--- src/rtl/rscpu_pkg.sv ---
// Shared types and constants for the accumulator CPU datapath.
// The optional carry flag is enabled by defining RSCPU_CARRY_FLAG_EN.
package rscpu_pkg;
  localparam int DATA_W = 8;
  localparam int ADDR_W = 16;
  localparam logic [ADDR_W-1:0] RESET_PC = 16'h0000;

  typedef enum logic [3:0] {
    OP_NOP  = 4'h0, OP_LDAC = 4'h1, OP_STAC = 4'h2, OP_MVAC = 4'h3,
    OP_MOVR = 4'h4, OP_JUMP = 4'h5, OP_JMPZ = 4'h6, OP_JPNZ = 4'h7,
    OP_ADD  = 4'h8, OP_SUB  = 4'h9, OP_INAC = 4'hA, OP_CLAC = 4'hB,
    OP_AND  = 4'hC, OP_OR   = 4'hD, OP_XOR  = 4'hE, OP_NOT  = 4'hF
  } opcode_t;

  typedef enum logic [2:0] {
    ALU_ADD  = 3'b000, ALU_SUB = 3'b001, ALU_INAC = 3'b010, ALU_CLAC = 3'b011,
    ALU_AND  = 3'b100, ALU_OR  = 3'b101, ALU_XOR  = 3'b110, ALU_NOT  = 3'b111
  } alu_op_t;
endpackage

--- src/rtl/rscpu_alu.sv ---
// Combinational 8-bit ALU; carry is carry-out for ADD/INAC and borrow for SUB.
module rscpu_alu
  import rscpu_pkg::*;
(
  input  logic [DATA_W-1:0] ac,
  input  logic [DATA_W-1:0] r,
  input  alu_op_t           op,
  output logic [DATA_W-1:0] result,
  output logic              carry
);
  logic [DATA_W:0] sum;

  always_comb begin
    sum    = '0;
    result = '0;
    carry  = 1'b0;
    case (op)
      ALU_ADD: begin
        sum    = {1'b0, ac} + {1'b0, r};
        result = sum[DATA_W-1:0];
        carry  = sum[DATA_W];
      end
      ALU_SUB: begin
        result = ac - r;
        carry  = (ac < r);
      end
      ALU_INAC: begin
        sum    = {1'b0, ac} + 9'd1;
        result = sum[DATA_W-1:0];
        carry  = sum[DATA_W];
      end
      ALU_CLAC: result = '0;
      ALU_AND:  result = ac & r;
      ALU_OR:   result = ac | r;
      ALU_XOR:  result = ac ^ r;
      ALU_NOT:  result = ~ac;
      default:  result = '0;
    endcase
  end
endmodule

--- src/rtl/rscpu_datapath.sv ---
// Accumulator CPU datapath: PC, IR, DR, MA/LA, AC, R, Z (and C when
// RSCPU_CARRY_FLAG_EN is defined), driven entirely by control-unit enables.
module rscpu_datapath
  import rscpu_pkg::*;
(
  input  logic              clk,
  input  logic              reset,
  input  logic              writeEnableAC,
  input  logic              writeEnableR,
  input  logic              writeEnableMem,
  input  logic              PCEnable,
  input  logic              instructionRegisterEnable,
  input  logic              dataRegisterEnable,
  input  logic              MSBaddressEnable,
  input  logic              LSBaddressEnable,
  input  logic              zeroEnable,
  input  logic              muxSelectPC,
  input  logic              muxSelectZero,
  input  logic              muxSelectAddress,
  input  logic              muxSelectALUtoAC,
  input  logic              muxSelectMEM_or_R_toAC,
  input  logic [DATA_W-1:0] memReadData,
  output logic [DATA_W-1:0] Opcode,
  output logic              z,
  output logic              c,
  output logic [ADDR_W-1:0] memAddr,
  output logic [DATA_W-1:0] memWriteData,
  output logic              memWrite
);
  logic [ADDR_W-1:0] pc;
  logic [DATA_W-1:0] ir, dr, ma, la, ac, r;
  logic              z_q;
  logic [DATA_W-1:0] alu_result;
  logic              alu_carry;
  logic [DATA_W-1:0] load_val;
  logic [DATA_W-1:0] ac_next;
  logic [DATA_W-1:0] z_src;

  rscpu_alu u_alu (
    .ac     (ac),
    .r      (r),
    .op     (alu_op_t'(ir[2:0])),
    .result (alu_result),
    .carry  (alu_carry)
  );

  // Non-ALU AC source; also the Z source when muxSelectZero is set.
  assign load_val = muxSelectMEM_or_R_toAC ? r : dr;
  assign ac_next  = muxSelectALUtoAC ? alu_result : load_val;
  assign z_src    = muxSelectZero ? load_val : alu_result;

  always_ff @(posedge clk or negedge reset) begin
    if (!reset) begin
      pc  <= RESET_PC;
      ir  <= '0;
      dr  <= '0;
      ma  <= '0;
      la  <= '0;
      ac  <= '0;
      r   <= '0;
      z_q <= 1'b1;
    end else begin
      if (PCEnable)                  pc  <= muxSelectPC ? {ma, la} : pc + 16'd1;
      if (instructionRegisterEnable) ir  <= memReadData;
      if (dataRegisterEnable)        dr  <= memReadData;
      if (MSBaddressEnable)          ma  <= memReadData;
      if (LSBaddressEnable)          la  <= memReadData;
      if (writeEnableR)              r   <= ac;
      if (writeEnableAC)             ac  <= ac_next;
      if (zeroEnable)                z_q <= (z_src == '0);
    end
  end

`ifdef RSCPU_CARRY_FLAG_EN
  logic c_q;
  // Only arithmetic ALU updates (ADD/SUB/INAC) touch the carry.
  always_ff @(posedge clk or negedge reset) begin
    if (!reset)
      c_q <= 1'b0;
    else if (zeroEnable && !muxSelectZero && (ir[2:0] <= 3'd2))
      c_q <= alu_carry;
  end
  assign c = c_q;
`else
  logic unused_carry;
  assign unused_carry = alu_carry;
  assign c = 1'b0;
`endif

  assign Opcode       = ir;
  assign z            = z_q;
  assign memAddr      = muxSelectAddress ? {ma, la} : pc;
  assign memWriteData = ac;
  assign memWrite     = writeEnableMem & reset;
endmodule

--- config.mk ---
export PLATFORM = sky130hd
export DESIGN_NAME = rscpu_datapath
export DESIGN_NICKNAME = d
export VERILOG_FILES = /design/src/rtl/rscpu_pkg.sv /design/src/rtl/rscpu_alu.sv /design/src/rtl/rscpu_datapath.sv
export SDC_FILE = /design/constraint.sdc
export NUM_CORES = 1
export LEC_CHECK = 0
export ABC_AREA = 1
export BUFFER_PORTS_ARGS = -buffer_cell sky130_fd_sc_hd__buf_2
export CORE_MARGIN = 1.5
export CORE_UTILIZATION = 50
export CTS_CLUSTER_SIZE = 20
export DETAILED_ROUTE_END_ITERATION = 8
export PLACE_DENSITY_LB_ADDON = 0.2
export SETUP_SLACK_MARGIN = 0.05
export SLEW_MARGIN = 20
export SYNTH_ARGS = -nofsm -noshare
export SYNTH_HDL_FRONTEND = slang
export SYNTH_HIERARCHICAL = 1
export SYNTH_SLANG_ARGS = --single-unit
--- constraint.sdc ---
create_clock -name clk -period 2.4 [get_ports clk]
set_input_delay 0.12 -clock clk [delete_from_list [all_inputs] [get_ports clk]]
set_output_delay 0.12 -clock clk [all_outputs]
set_load 0.05 [all_outputs]
---- Word-level counts from Yosys, hierarchy flattened ----
Cells that the tools add are included.
storage, ports and cells
  bits in registers ....................... 65
  bits in latches ......................... 0
  bits in writable memories ............... 0
  bits in read-only memories .............. 0
  input bits .............................. 24
  output and inout bits ................... 35
  memories ................................ 0
operators by class
  add/sub/neg operators ................... 4
  $mul .................................... 0
  div/mod/pow operators ................... 0
  order comparisons ....................... 0
  equal/unequal tests ..................... 7
  shift operators ......................... 0
  muxes and demuxes ....................... 6
  bitwise operators ....................... 5
  reduce and logical (&&, ||, !) cells .... 2
operator list
  operator                                                         count
  8-bit case mux with 8 select lines                               1
  16-bit 2-to-1 mux                                                2
  8-bit 2-to-1 mux                                                 3
  16-bit by 1-bit adder with 16-bit output, second input constant  1
  3-bit == test, second input constant                             4
  8-bit by 1-bit adder with 8-bit output, second input constant    1
  8-bit adder                                                      1
  8-bit bitwise AND                                                1
  8-bit logical NOT                                                1
  8-bit NOT                                                        1
  8-bit bitwise OR                                                 1
  8-bit subtractor                                                 1
  8-bit XOR                                                        1
  3-bit by 2-bit == test with 1-bit output, second input constant  2
  3-bit by 1-bit == test with 1-bit output, second input constant  1
  3-bit logical NOT                                                1
  1-bit bitwise AND                                                1

---- Longest topological paths before layout ----
Gate-level depths: netlist of run 1.
  word-level depth ........................ 4
  depth in mapped cells ................... 15
  mapped depth without buffers ............ 15

---- Hierarchy ----
The synthesis of run 1 kept the hierarchy.
modules (own cells, without submodules)
  module          instances  cells an instance  area each (um^2)
  rscpu_datapath  1          408                3313.2
  rscpu_alu       1          239                1326.3

---- Worst setup path before layout of run 1 ----
Ideal clock, no wire load.
  path kind ............................... flip-flop to flip-flop
  from .................................... register ac[0] (netlist: memWriteData[0])
  to ...................................... register z_q (netlist: z)
  data arrival time ....................... 2.443 ns
  required time ........................... 2.332 ns
  slack ................................... -0.111 ns
  stages on the path, launching flop included .. 16
  path buffers ............................ 0
  clock period less this slack ............ 2.511 ns
  cell sequence ........................... dfrtp_1 inv_1 ha_1 fa_1 inv_1 nand3_1 nand2_1 nand2_1 nand2_1 nand2_1 nand3_1 nand3_1 nor2_1 nand3_1 o21a_1 a21oi_2
on the way
  cells in the longest elaborated chain, start to end .. 4
RTL lines
  what                                                                  RTL line              source
  start: declaration                                                    rscpu_datapath.sv:31  logic [DATA_W-1:0] ir, dr, ma, la, ac, r;
  start signal: assignment                                              rscpu_datapath.sv:69  if (writeEnableAC) ac <= ac_next;
  8-bit by 1-bit adder with 8-bit output, or another cell as far along  rscpu_alu.sv:28       sum = {1'b0, ac} + 9'd1;
  8-bit case mux with 8 select lines (*)                                rscpu_alu.sv:17       case (op)
  named net alu_result[6]                                               rscpu_datapath.sv:33  logic [DATA_W-1:0] alu_result;
  8-bit 2-to-1 mux (*)                                                  rscpu_datapath.sv:50  assign z_src = muxSelectZero ? load_val : alu_result;
  8-bit logical NOT (*)                                                 rscpu_datapath.sv:70  if (zeroEnable) z_q <= (z_src == '0);
  end signal: assignment                                                rscpu_datapath.sv:70
  end: declaration                                                      rscpu_datapath.sv:32  logic z_q;
The timed path passes the listed nets; every way through them passes the cells marked *.
A chain may end at the register's enable or synchronous reset.

---- Worst setup path after layout of run 1 ----
  from .................................... register r[2]
  to ...................................... register z_q (netlist: z)
on the way
  cells in the longest elaborated chain, start to end .. 4
RTL lines
  what                                             RTL line                          source
  start: declaration                               rscpu_datapath.sv:31
  start signal: assignment                         rscpu_datapath.sv:60              r <= '0;
  start signal: assignment                         rscpu_datapath.sv:68              if (writeEnableR) r <= ac;
  8-bit subtractor or 8-bit adder (tied branches)  rscpu_alu.sv:24, rscpu_alu.sv:19
  8-bit case mux with 8 select lines (*)           rscpu_alu.sv:17
  named net alu_result[3]                          rscpu_datapath.sv:33
  8-bit 2-to-1 mux (*)                             rscpu_datapath.sv:50
  8-bit logical NOT (*)                            rscpu_datapath.sv:70
Marks and branches as above.

==> results of run 1 <==
## worst max-delay path by stage
| stage | startpoint | to | slack (ps) |
|---|---|---|---|
| floorplan | memWriteData[6]$_DFFE_PN0P_ | z$_DFFE_PN1P_ | 70 |
| global placement | r[0]$_DFFE_PN0P_ | z$_DFFE_PN1P_ | 160 |
| detailed placement | r[0]$_DFFE_PN0P_ | z$_DFFE_PN1P_ | 80 |
| CTS | r[0]$_DFFE_PN0P_ | z$_DFFE_PN1P_ | 50 |
| global route | r[2]$_DFFE_PN0P_ | z$_DFFE_PN1P_ | 30 |
| finish | r[2]$_DFFE_PN0P_ | z$_DFFE_PN1P_ | 180 |
## layer usage
layer  GRT usage  vias to the layer above
met1       0.432                     2123
met5           0                        -
met3      0.0532                       15
li1            -                     2209
met4      0.0846                        0
met2       0.388                      225
## sequential cells by signal, indices dropped and copies added, names as in the netlist
register      flops
r                 8
memWriteData      8
ma                8
dr                8
la                8
z                 1
pc               16
Opcode            8
## power breakdown
part	switching [W]	total [W]	internal [W]
clock	0.000475	0.00109	0.000617
combinational	0.00125	0.00189	0.000636
sequential	0.000142	0.00139	0.00125
## repair_timing
action,in CTS,in global routing
endpoints found under the setup margin,0,2
buffers inserted,0,7
resized for setup,0,17
## area by class of cell
class	count	area (sq um)	share of cell area
clock inverters	6	90.1	0.0169
clock buffers	10	138	0.0258
repair buffers	78	443	0.0831
inverters	98	368	0.0690
well taps	108	135	0.0253
multi-input cells	448	2520	0.473
flip-flops and latches	65	1640	0.307
## layout by cell type (no fill, tap or decap), types with 3 or more instances in the layout
cell / n
ha_1: 23
o211ai_1: 6
nand4_1: 9
nor3_1: 3
o21ai_0: 68
nand2_1: 148
nand3_2: 3
inv_1: 86
dfrtp_2: 7
nor2_1: 44
mux2_2: 22
nand3_1: 47
a21oi_1: 30
dfrtp_1: 57
buf_2: 57
o21a_1: 7
clkbuf_8: 10
buf_4: 21
inv_2: 12
o22ai_1: 14
## per-stage QoR
step,std cells,setup slack [ps],total power (W)
finish,813,185,0.00437
detailed placement,790,76.9,0.00315
CTS,806,54.0,0.00424
floorplan,634,65.9,0.00264
global placement,790,156,0.00312
global route,813,33.8,0.00465
==> summary.md, run 1 <==
| Metric | Value |
|---|---|
| Status | `complete, but fails checks` |
| Violations in the final reports | `design-rule violations` |
| Fin nets | `approximately 750` |
| Clk_skew | `~11 ps` |
| Largest net degree at the start of global routing | `66` |
| Design Area, Final | `~0.0053 sq mm` |
| CP arrival | `approximately 2500 ps` |
| Initial Utilization | `0.519` |
| N_diodes | `0` |
| RD Place Congestion | `slightly below 1` |
| Final wirelength | `between 10000 and 15000 microns` |
| CTS tree | `done` |
| First-pass GRT wire length | `around 21000 microns` |
| Die Wd | `a little under 100 microns` |
| Type of origin of the critical path | `flip-flop` |
| Crit path largest cell delay | `400 ps` |
| Tightest Pin Transition | `roughly 830 ps` |
| Total CTS buffers | `9` |
| Gate Count Post-Synth | `about 630` |
| Slowest cell on crit path | `dfrtp_1` |
| Dpl hpwl | `around 9600 microns` |
| Levels on crit path | `12` |
| CP max FO | `6` |
| Iter 0 DRT Violations | `500` |
| Clk pin slew, worst setup/hold paths | `around 80 ps` |
| Lkg Pwr | `around 2.7 nW` |
| Placed Area | `about 0.005 sq mm` |
| TritonRoute pass-1 iters | `7` |
| Final setup fails | `0` |
| R2r startpoint | `r[2]$_DFFE_PN0P_` |
| Met3 Wirelength | `roughly 1200 microns` |
| Vias in the first global route | `4167` |
| Total number of vias | `4572` |
| Synthesis-to-finish area growth | `16.7%` |
| Max_slew headroom | `0.443` |
| Setup TNS | `0 ps` |
| Worst r2r dst | `z$_DFFE_PN1P_` |
| Mean Syn Cell Area | `approximately 7 sq um` |
| Required time worst endpoint | `2690 ps` |
| Root Buffer | `clkbuf_8` |
| Max_cap viols | `0` |
| Initial antenna violation count | `0` |
| Synthesized area | `approximately 0.0046 sq mm` |
| Synth Warn # | `6` |
| Reg2reg path depth | `12` |
| Hold Vio Cnt, Final | `0` |
| Layout Utilization | `0.605` |
| Total GRT Usage | `0.277` |
| Boundary Pins | `between 50 and 60` |
| WL/cell | `~16 microns` |
| FILL cells | `slightly above 800` |
| Layout cells sized above 1 | `0.214` |
| Core ar. | `0.00881 sq mm` |
| Top Metal Used | `met4` |
| Slew Viols, Final | `0` |
| Tcrit/Tclk final | `0.923` |
| HP Class | `in2async` |
| PortBufs | `57` |
| Met2 Wirelength | `5480 microns` |
| # rows | `34` |
| Max Buffers Root-to-Sink | `2` |
| Vias per cell | `roughly 5.6` |
| Metal1 wirelength | `roughly 6300 microns` |
| Die span in y | `98.6 microns` |
| Sink Count | `65` |
| P per Cell Area | `slightly above 800 mW/mm^2` |
| CTS Hold Bufs | `0` |
| Crit path buffers/inverters | `2` |
| H-Tree Depth | `3` |
| DRC Markers | `1` |
| Crit path time final | `~2200 ps` |
| Hold slack | `~28 ps` |
| Critical path class | `reg2reg` |
| Worst VDD drop | `0.475 mV` |
| R2r setup slk | `180 ps` |
| RSZ-0062 raised after global routing | `false` |
| CP Capture Type | `flip-flop` |
| Fmax | `between 400 and 500 MHz` |
| Clk_lat worst skew | `350 ps` |
| Post-DRT Antenna Nets | `0` |
| Die ar. | `0.00972 sq mm` |
| CP Cell Sequence | `inv_2 -> ha_4 -> inv_2 -> or2_4 -> and2_4 -> or2_0 -> nand3_1 -> nand4_1 -> nor2_1 -> nand3_1 -> o21a_1 -> a21oi_2` |
| Gr ovfl total | `0` |
| Delay-heaviest family, CP | `simple AND/OR/NAND/NOR gates` |
| Mapped Nets | `slightly below 700` |
Note: power is estimated with default switching activity, not from simulation.
==> run 2, diff against run 1 <==
--- a/config.mk
+++ b/config.mk
@@ -8,7 +8,7 @@
 export ABC_AREA = 1
 export BUFFER_PORTS_ARGS = -buffer_cell sky130_fd_sc_hd__buf_2
 export CORE_MARGIN = 1.5
-export CORE_UTILIZATION = 50
+export CORE_UTILIZATION = 59
 export CTS_CLUSTER_SIZE = 20
 export DETAILED_ROUTE_END_ITERATION = 8
 export PLACE_DENSITY_LB_ADDON = 0.2
==> run 2 against run 1 <==
The flow now finishes without violations. Clock-buffer cell count is 1 higher. Sequential cell count is the same. Critical path depth fell by 2. Register-to-register slack worse by 30 ps. Combinational power down 3%. Clock power is essentially flat. Die area shrank 15%. Via count fell by 0.63%. Utilization is 11 points higher. First-iteration DRC count fell by 41%. Global-route usage grew 3.1 points. Critical path type unchanged. Largest power group unchanged.
==> summary.md, run 2 (synthesis results as in run 1) <==
| Metric | Value |
|---|---|
| Type of origin of the critical path | `flip-flop` |
| Sink Count | `65 (unchanged)` |
| Die span in y | `91.0 microns (-7.7%)` |
| Total number of vias | `4543 (-0.63%)` |
| Most common cell after layout, fill and taps aside | `nand2_1` |
| Setup TNS | `0 ps (unchanged)` |
| Clock power share | `0.252 (+0.002)` |
| N_diodes | `0 (unchanged)` |
| Max_slew headroom | `0.445 (+0.00178)` |
| Int Pwr | `0.00250 W (+0.20%)` |
| Max reg flops | `16 (unchanged)` |
| PortBufs | `57 (unchanged)` |
| CP max FO | `5 (-1)` |
| DRC Markers | `0 (-1)` |
| Required time worst endpoint | `2670 ps (-20 ps)` |
| CTS Hold Bufs | `0 (unchanged)` |
| HP Class | `in2async` |
| Final setup fails | `0 (unchanged)` |
| Critical path class | `reg2reg` |
| P per Cell Area | `815 mW/mm^2 (-0.61%)` |
| Tcrit/Tclk final | `0.936 (+0.0130)` |
| Dpl hpwl | `9150 microns (-4.8%)` |
| Die Wd | `91.0 microns (-7.7%)` |
| CTS tree | `done` |
| Post-DRT Antenna Nets | `0 (unchanged)` |
| H-Tree Depth | `3 (unchanged)` |
| Largest net degree at the start of global routing | `66 (unchanged)` |
| Design Area, Final | `0.00530 sq mm (-0.61%)` |
| Max_cap viols | `0 (unchanged)` |
| Lkg Pwr | `2.72 nW (-0.43%)` |
| Top reg by flops | `pc` |
| Fmax | `445 MHz (-1.4%)` |
| Clk pin slew, worst setup/hold paths | `80 ps (about the same)` |
| Die ar. | `0.00828 sq mm (-15%)` |
| TritonRoute pass-1 iters | `5 (-2)` |
| Clk_lat worst skew | `350 ps (about the same)` |
| Initial antenna violation count | `0 (unchanged)` |
| # rows | `31 (-8.8%)` |
| Worst VDD drop | `0.494 mV (+4.1%)` |
| Gr ovfl total | `0 (unchanged)` |
| Root Buffer | `clkbuf_8` |
| Switching Share | `0.420 (-0.00824)` |
| Gate power share | `0.424 (-0.009)` |
| Final WS setup | `154 ps (-31.2 ps)` |
| Slew Viols, Final | `0 (unchanged)` |
| Tightest Pin Transition | `832 ps (-2.68 ps)` |
| Overall power | `0.00432 W (-1.2%)` |
| NetSw | `0.00181 W (-3.1%)` |
| Post-Place Worst Slack | `74.2 ps (-2.69 ps)` |
| Status | `complete, no violations` |
| Initial Utilization | `0.620 (+0.101)` |
| Sequential share of power | `0.323 (+0.005)` |
| Crit path time final | `2250 ps (+31.2 ps)` |
| Boundary Pins | `59 (unchanged)` |
| Total GRT Usage | `0.309 (+0.0311)` |
| Total CTS buffers | `9 (unchanged)` |
| Fin nets | `752 (-0.13%)` |
| Final wirelength | `12600 microns (-4.6%)` |
| RSZ-0062 raised after global routing | `true` |
| Max Buffers Root-to-Sink | `2 (unchanged)` |
| Iter 0 DRT Violations | `296 (-41%)` |
| Vias in the first global route | `4339 (+4.1%)` |
| Commonest cells after routing, fill and taps aside | `nand2_1 (148), inv_1 (85), o21ai_0 (68)` |
| RD Place Congestion | `0.991 (+2.8%)` |
| Layout cells sized above 1 | `0.209 (-0.00538)` |
| Vias per cell | `5.66 (+0.60%)` |
| Synthesis-to-finish area growth | `16.0%` |
| CP arrival | `2520 ps (+20 ps)` |
| Hold Vio Cnt, Final | `0 (unchanged)` |
| Clk_skew | `13.2 ps (+2.11 ps)` |
| Placed Area | `0.00493 sq mm (-1.1%)` |
| Core ar. | `0.00737 sq mm (-16%)` |
| WL/cell | `15.7 microns (-3.4%)` |
| CP Capture Type | `flip-flop` |
| First-pass GRT wire length | `20400 microns (-4.1%)` |
run 2: power groups by stage:
stage               Combinational, W  Sequential [W]  Clock [W]
detailed placement           0.00169         0.00141          0
CTS                          0.00170         0.00140    0.00109
global placement             0.00166         0.00140          0
floorplan                    0.00109         0.00155          0
finish                       0.00183         0.00140    0.00109
global route                 0.00202         0.00141    0.00114
run 2: worst max-delay path: stages (launching register included):
cell and delay (ps):
dfrtp_2 430, inv_2 80, ha_1 190, fa_2 530, o21ai_1 70, nor3_1 160, o21ai_1 130, nor2_1 190
nand3_1 100, o21a_1 180, a21oi_2 110
run 2: worst paths after layout:
| kind | to | cells past startpoint | slack, ps | from |
|---|---|---|---|---|
| max | z$_DFFE_PN1P_ | 10 | 150 | memWriteData[0]$_DFFE_PN0P_ |
| min | pc[2]$_DFFE_PN0P_ | 2 | 3 | reset |
| max reg2reg | z$_DFFE_PN1P_ | 10 | 150 | memWriteData[0]$_DFFE_PN0P_ |
| min reg2reg | dr[4]$_DFFE_PN0P_ | 1 | 510 | dr[4]$_DFFE_PN0P_ |
| max in group asynchronous | memWriteData[3]$_DFFE_PN0P_ | 2 | 1790 | reset |
| min in group clk | ma[3]$_DFFE_PN0P_ | 3 | 40 | memReadData[3] |
run 2: cell type report:
cell class	count	area [sq um]
clock buffer	11	151
clock inverter	5	77.6
fill	641	2070
inverter	98	368
multi-input combinational	448	2510
sequential	65	1640
tap	99	124
timing repair buffer	77	435
run 2: through the flow:
step	cells	util	hold slack, ps
finish	803	0.719	2.88
global route	803	0.719	51.2
CTS	791	0.701	29.6
detailed placement	775	0.670	397
global placement	775	0.670	384
floorplan	634	-	-176
run 2: what timing repair did:
item | in CTS | in global routing
gates resized for setup | 0 | 14
buffers inserted | 0 | 12
endpoints found under the setup margin | 0 | 1
run 2: layer usage:
layer	global-route usage	routed length, microns	vias to the layer above
li1	-	-	2193
met1	0.378	5170	2137
met2	0.535	6390	179
met3	0.0528	685	34
met4	0.128	352	0
met5	0	0	-
